## src/rtl/cms_pkg.sv

```systemverilog
// ============================================================================
// Module  : cms_pkg
// Brief   : Shared filter-mode encoding and RISC-V opcode constants
// Revision: 1.0
// ============================================================================
`default_nettype none

package cms_pkg;

  typedef enum logic [1:0] {
    FILT_ALL  = 2'd0,
    FILT_CTRL = 2'd1,
    FILT_MASK = 2'd2,
    FILT_OFF  = 2'd3
  } filter_mode_e;

  localparam logic [6:0] BRANCH = 7'b1100011;
  localparam logic [6:0] JAL    = 7'b1101111;
  localparam logic [6:0] JALR   = 7'b1100111;

  function automatic logic is_ctrl_flow(input logic [31:0] instr);
    return (instr[6:0] == BRANCH) || (instr[6:0] == JAL) || (instr[6:0] == JALR);
  endfunction

endpackage

`default_nettype wire

```

## src/rtl/cms_sync_fifo.sv

```systemverilog
// ============================================================================
// Module  : cms_sync_fifo
// Brief   : Show-ahead synchronous FIFO with level output and a "mark newest
//           entry" strobe that sets the top bit of the most recent write
// Revision: 1.0
// ============================================================================
`default_nettype none

module cms_sync_fifo #(
  parameter int WIDTH = 8,
  parameter int DEPTH = 16
) (
  input  logic                     clk,
  input  logic                     rst_n,
  input  logic                     wr_en,
  input  logic [WIDTH-1:0]         wr_data,
  input  logic                     rd_en,
  input  logic                     mark_last,
  output logic [WIDTH-1:0]         rd_data,
  output logic [$clog2(DEPTH):0]   level
);

  localparam int c_AW = $clog2(DEPTH);
  localparam logic [c_AW:0] c_FULL = (c_AW+1)'(DEPTH);

  logic [WIDTH-1:0] r_mem [DEPTH];
  logic [c_AW-1:0]  r_wr_ptr;
  logic [c_AW-1:0]  r_rd_ptr;
  logic [c_AW:0]    r_level;
  logic             w_do_wr;
  logic             w_do_rd;

  assign w_do_rd = rd_en && (r_level != '0);
  // A write into a full FIFO is only legal when a read frees a slot that cycle.
  assign w_do_wr = wr_en && ((r_level != c_FULL) || w_do_rd);

  always_ff @(posedge clk) begin
    if (!rst_n) begin
      r_wr_ptr <= '0;
      r_rd_ptr <= '0;
      r_level  <= '0;
    end else begin
      if (w_do_wr) r_wr_ptr <= r_wr_ptr + 1'b1;
      if (w_do_rd) r_rd_ptr <= r_rd_ptr + 1'b1;
      if (w_do_wr && !w_do_rd)      r_level <= r_level + 1'b1;
      else if (w_do_rd && !w_do_wr) r_level <= r_level - 1'b1;
    end
  end

  always_ff @(posedge clk) begin
    if (w_do_wr)   r_mem[r_wr_ptr] <= wr_data;
    if (mark_last) r_mem[r_wr_ptr - 1'b1][WIDTH-1] <= 1'b1;
  end

  assign rd_data = r_mem[r_rd_ptr];
  assign level   = r_level;

endmodule

`default_nettype wire

```

## src/rtl/filtered_trace_streamer.sv

```systemverilog
// ============================================================================
// Module  : filtered_trace_streamer
// Brief   : Filters retired-instruction samples and streams them as AXI4-Stream
//           beats with packetisation, flush and saturating drop counting
// Revision: 1.0
// ============================================================================
`default_nettype none

module filtered_trace_streamer
  import cms_pkg::*;
#(
  parameter int XLEN           = 64,
  parameter int AXI_DATA_WIDTH = XLEN + 32,
  parameter int FIFO_DEPTH     = 16
) (
  input  logic                          clk,
  input  logic                          rst_n,
  input  logic [31:0]                   instr,
  input  logic [XLEN-1:0]               pc,
  input  logic                          pc_valid,
  input  logic [1:0]                    filter_mode,
  input  logic [31:0]                   match_mask,
  input  logic [31:0]                   match_value,
  input  logic [31:0]                   tlast_interval,
  input  logic                          flush,
  output logic                          M_AXIS_tvalid,
  input  logic                          M_AXIS_tready,
  output logic [AXI_DATA_WIDTH-1:0]     M_AXIS_tdata,
  output logic                          M_AXIS_tlast,
  output logic [31:0]                   drop_count,
  output logic [$clog2(FIFO_DEPTH):0]   fifo_level
);

  localparam int c_LW      = $clog2(FIFO_DEPTH) + 1;
  localparam int c_ENTRY_W = AXI_DATA_WIDTH + 1;
  localparam logic [c_LW-1:0] c_FULL = c_LW'(FIFO_DEPTH);

  logic                      w_match;
  logic                      w_accept;
  logic                      w_pop;
  logic                      w_full;
  logic                      w_write;
  logic                      w_drop;
  logic                      w_mark;
  logic                      w_last;
  logic [31:0]               w_limit;
  logic [31:0]               w_cnt_next;
  logic [AXI_DATA_WIDTH-1:0] w_payload;
  logic [c_ENTRY_W-1:0]      w_rd_entry;
  logic [c_LW-1:0]           w_level;
  logic [31:0]               r_beat_cnt;
  logic [31:0]               r_drop_cnt;

  always_comb begin
    w_match = 1'b0;
    unique case (filter_mode_e'(filter_mode))
      FILT_ALL:  w_match = 1'b1;
      FILT_CTRL: w_match = is_ctrl_flow(instr);
      FILT_MASK: w_match = ((instr & match_mask) == match_value);
      FILT_OFF:  w_match = 1'b0;
      default:   w_match = 1'b0;
    endcase
  end

  assign w_accept   = pc_valid && w_match;
  assign w_pop      = M_AXIS_tvalid && M_AXIS_tready;
  assign w_full     = (w_level == c_FULL);
  assign w_write    = w_accept && (!w_full || w_pop);
  assign w_drop     = w_accept && w_full && !w_pop;
  assign w_limit    = (tlast_interval == 32'd0) ? 32'd1 : tlast_interval;
  assign w_cnt_next = r_beat_cnt + 32'd1;
  // >= rather than == so a shrunk interval closes the packet immediately.
  assign w_last     = flush || (w_cnt_next >= w_limit);
  assign w_mark     = flush && !w_write && (w_level != '0)
                      && !(w_pop && (w_level == c_LW'(1)));

  generate
    if (AXI_DATA_WIDTH > XLEN + 32) begin : g_pad
      assign w_payload = {{(AXI_DATA_WIDTH - XLEN - 32){1'b0}}, instr, pc};
    end else begin : g_nopad
      assign w_payload = {instr, pc};
    end
  endgenerate

  always_ff @(posedge clk) begin
    if (!rst_n) begin
      r_beat_cnt <= '0;
      r_drop_cnt <= '0;
    end else begin
      if (w_write)     r_beat_cnt <= w_last ? 32'd0 : w_cnt_next;
      else if (w_mark) r_beat_cnt <= 32'd0;
      if (w_drop && (r_drop_cnt != 32'hFFFF_FFFF)) r_drop_cnt <= r_drop_cnt + 32'd1;
    end
  end

  cms_sync_fifo #(
    .WIDTH (c_ENTRY_W),
    .DEPTH (FIFO_DEPTH)
  ) u_fifo (
    .clk       (clk),
    .rst_n     (rst_n),
    .wr_en     (w_write),
    .wr_data   ({w_last, w_payload}),
    .rd_en     (w_pop),
    .mark_last (w_mark),
    .rd_data   (w_rd_entry),
    .level     (w_level)
  );

  // Storage is not reset, so the output is forced to zero whenever empty.
  assign M_AXIS_tvalid = (w_level != '0);
  assign M_AXIS_tdata  = M_AXIS_tvalid ? w_rd_entry[AXI_DATA_WIDTH-1:0] : '0;
  assign M_AXIS_tlast  = M_AXIS_tvalid && w_rd_entry[c_ENTRY_W-1];
  assign drop_count    = r_drop_cnt;
  assign fifo_level    = w_level;

endmodule

`default_nettype wire

```

## config.mk

```make
export PLATFORM = sky130hd
export DESIGN_NAME = filtered_trace_streamer
export DESIGN_NICKNAME = d
export VERILOG_FILES = /design/src/rtl/cms_pkg.sv /design/src/rtl/cms_sync_fifo.sv /design/src/rtl/filtered_trace_streamer.sv
export SDC_FILE = /design/constraint.sdc
export NUM_CORES = 1
export LEC_CHECK = 0
export BUFFER_PORTS_ARGS = -buffer_cell sky130_fd_sc_hd__buf_2
export CAP_MARGIN = 20
export CELL_PAD_IN_SITES_DETAIL_PLACEMENT = 1
export CELL_PAD_IN_SITES_GLOBAL_PLACEMENT = 2
export CORE_ASPECT_RATIO = 1.4
export CORE_MARGIN = 1
export CORE_UTILIZATION = 43
export CTS_CLUSTER_DIAMETER = 30
export DETAILED_ROUTE_END_ITERATION = 10
export GPL_TIMING_DRIVEN = 0
export PLACE_DENSITY_LB_ADDON = 0.1
export SLEW_MARGIN = 20
export SYNTH_ARGS = -nofsm -noshare
export SYNTH_HDL_FRONTEND = slang
export SYNTH_SLANG_ARGS = --single-unit
export TNS_END_PERCENT = 30
```

## constraint.sdc

```tcl
create_clock -name clk -period 14.1 [get_ports clk]
set_input_delay 2.115 -clock clk [delete_from_list [all_inputs] [get_ports clk]]
set_output_delay 2.115 -clock clk [all_outputs]
set_load 0.1 [all_outputs]
```

==> results_dict.tcl <==
set metrics [dict create \
    status "finished, final reports clean" \
    wirelength_um 192000 \
    worstMarginPinSlew_ns 1.20 \
    ios 334 \
    netlist_top_cells_area "edfxtp_1 (71%), mux4_2 (17%), dfxtp_1 (2.5%)" \
    syn_area_um2 65200 \
    post_cts_resized 0 \
    viasPerCell 5.75 \
    fin_cells 6163 \
    fp.dieH_um 463 \
    antenna_found_initial 18 \
    postSynthAreaPerCell_um2 20.9 \
    whs_ns 0.487 \
    synthArstFlopShare 0 \
    die-area_um2 153000 \
    layout_min_cycle_time_ns 7.10 \
    synth_seq_area_share 0.739 \
    grtUsageTotal 0.253 \
    setup_viol 0 \
    crit_arrival_ns 4.99 \
    syn_nets 3356 \
    post_drt_wl_per_cell_um 31.2 \
    cts.sinks 1633 \
    netlist_instances 3116 \
    crit_path_cell_trace "clkbuf_2 -> clkbuf_1 -> clkbuf_1 -> mux4_2 -> mux4_2 -> and2_1 -> buf_2" \
    cts_tree "built" \
    die_x_um 331 \
    maxSlewHeadroom 0.198 \
    final-hold-violation-count 0 \
    ys_ff_latch 1633 \
    grt_pass1_wl_um 275000 \
    irDropWorstVdd_uv 82.9 \
    clk_pin_slew_ns 0.05 \
    yosysWarnings 0 \
    skew_ns 0.0428 \
    htreeDepth 5 \
    cts_setup_buffers 0 \
    grt_max_degree 19 \
    clockRootBuffer "clkbuf_16" \
    leakagePower_nw 27.8 \
    initial_core_util 0.435 \
    power_density_nw_per_um2 196 \
    first_global_vias 39300 \
    fp-row-count 168 \
    synth.distinct_cells 68 \
    crit_required_ns 11.98 \
    maxSlewViolCount 0 \
    drv_cap 0 \
    core_um2 150000 \
    firstDrtPassIters 5 \
    power_mw 16.1 \
    hold_class "reg2reg" \
    yosysTopAreaCellShare 0.714 \
    fin_crit_sh 0.504 \
    utilization 0.544 \
    holdBufCountCts 0 \
    rsz0062_at_grt "false" \
    vias 35500 \
    drcViolationCount 0 \
    clock_latency_ns 0.89 \
    clk_path_buf_depth 4 \
    synth_edf_count 1552 \
    area_delta_synth_final_pct 25.3 \
    overflow 0 \
    crit_slowest_cell "clkbuf_1" \
    setup_tns_ns 0 \
    gp_congestion 0.797 \
    synth_top_area_cell "edfxtp_1" \
    crit_path_max_fanout 10 \
    nets 4227 \
    start_kind "flop" \
    ys.flop_type "edfxtp_1" \
    numCtsBuffers 296 \
    endpoint_kind "output pin" \
    dp_hpwl_um 132000 \
    crit_type "reg2out" \
    max_freq_mhz 141 \
    slowest_delay_ns 0.92 \
    drive_above_1_share 0.385 \
    dp.cells 5642 \
    io_buffers 333 \
    ant_nets 0 \
    dr.first_iter.drc_count 3218 \
]
metal layers:
| metal | vias to the layer above | part of all wire | GRT usage |
|---|---|---|---|
| met5 | - | 0.00043 | 0 |
| met4 | 12 | 0.026 | 0.0790 |
| met3 | 316 | 0.063 | 0.0572 |
| met2 | 1333 | 0.51 | 0.434 |
| met1 | 19100 | 0.40 | 0.319 |
| li1 | 14700 | - | - |
cell families (layout without fill, tap and decap cells):
| family | count (synthesis) | count (layout) | share of synthesized area |
|---|---|---|---|
| xor+xnor | 64 | 64 | 0.00859 |
| compound gates | 128 | 128 | 0.0144 |
| fa+ha+maj | 41 | 41 | 0.00786 |
| mux | 503 | 503 | 0.170 |
| other cells | 0 | 3 | 0 |
| simple gates | 539 | 539 | 0.0475 |
| flops | 1633 | 1633 | 0.739 |
| buf+inv | 208 | 1297 | 0.0123 |
where the power goes:
part / internal (mW) / switching (mW) / leakage [nW]
registers: 5.62 / 0.0245 / 14.7
logic: 0.972 / 2.53 / 8.40
clock network: 4.44 / 2.47 / 4.65
final cells by class:
class                      instances  area, um2
multi-input combinational       1275      16400
timing repair buffer             573       4180
fill                           13400      68400
clock buffer                     328       7680
tap                             1955       2450
clock inverter                   188       1950
buffer                           153        654
antenna                            3       7.51
sequential                      1633      48200
inverter                          55        206
per-stage QoR:
stage | area (um2) | setup WS [ns]
floorplan | 65200 | 0.596
global placement | 69400 | -15.28
detailed placement | 72000 | 7.05
CTS | 81600 | 6.66
global route | 81700 | 6.92
finish | 81700 | 7.00
state kept, by name (all words and copies together), names as in the netlist, named ones only:
register	count
u_fifo.r_wr_ptr	4
u_fifo.r_mem	1552
r_beat_cnt	32
u_fifo.r_rd_ptr	4
u_fifo.level	5
drop_count	32
cell usage after synthesis (all sizes together) (3+ instances only):
cell,number
nor3,23
and4,6
ha,41
xnor2,29
clkbuf,113
a21o,12
a31oi,4
mux2i,18
and3,22
nand2,79
a22o,18
and2,125
inv,54
a21oi,26
o22a,6
mux4,485
dfxtp,81
and3b,5
a211oi,7
a21boi,9
o22ai,4
nor3b,4
edfxtp,1552
or2,3
nand4,22
nand2b,15
o21ba,5
o21ai,18
or3,16
buf,40
nor2,39
nand3,49
nor4,22
xor2,35
nor2b,99
cell usage in the layout (no fill, tap or decap), types with 22 or more instances in the layout:
cell	n
buf_2	442
xnor2_1	29
clkinv_1	32
bufinv_16	26
nor2b_1	88
and2_1	125
clkinv_4	23
xor2_1	35
edfxtp_1	1552
nand2_1	79
clkbuf_2	25
buf_4	80
mux4_2	485
nand3_1	49
dfxtp_1	81
ha_1	41
clkbuf_16	303
nor2_1	29
buf_6	24
buf_12	32
nand4_1	22
clkbuf_1	118
a21oi_1	26
and3_1	22
inv_6	52
inv_1	54
clkinv_2	23
clkinvlp_4	26
path summary, 6_finish.rpt:
check / slack, ns / cells after the start / end / startpoint
setup reg to reg: 8.24 / 16 / r_beat_cnt[5]$_SDFFE_PN0P_ / r_beat_cnt[0]$_SDFFE_PN0P_
hold / removal: 0.49 / 1 / r_beat_cnt[17]$_SDFFE_PN0P_ / r_beat_cnt[17]$_SDFFE_PN0P_
hold reg to reg: 0.49 / 1 / r_beat_cnt[17]$_SDFFE_PN0P_ / r_beat_cnt[17]$_SDFFE_PN0P_
setup / recovery: 7.00 / 7 / M_AXIS_tdata[1] / flop
critical path, delay by kind of cell (launching register included):
kind	cells	cell delay (ns)
buffers and inverters	4	2.59
AND/OR/NAND/NOR	1	0.20
flip-flops	1	0.31
multiplexers	2	0.95
No activity file was read; power rests on OpenSTA's default activity.
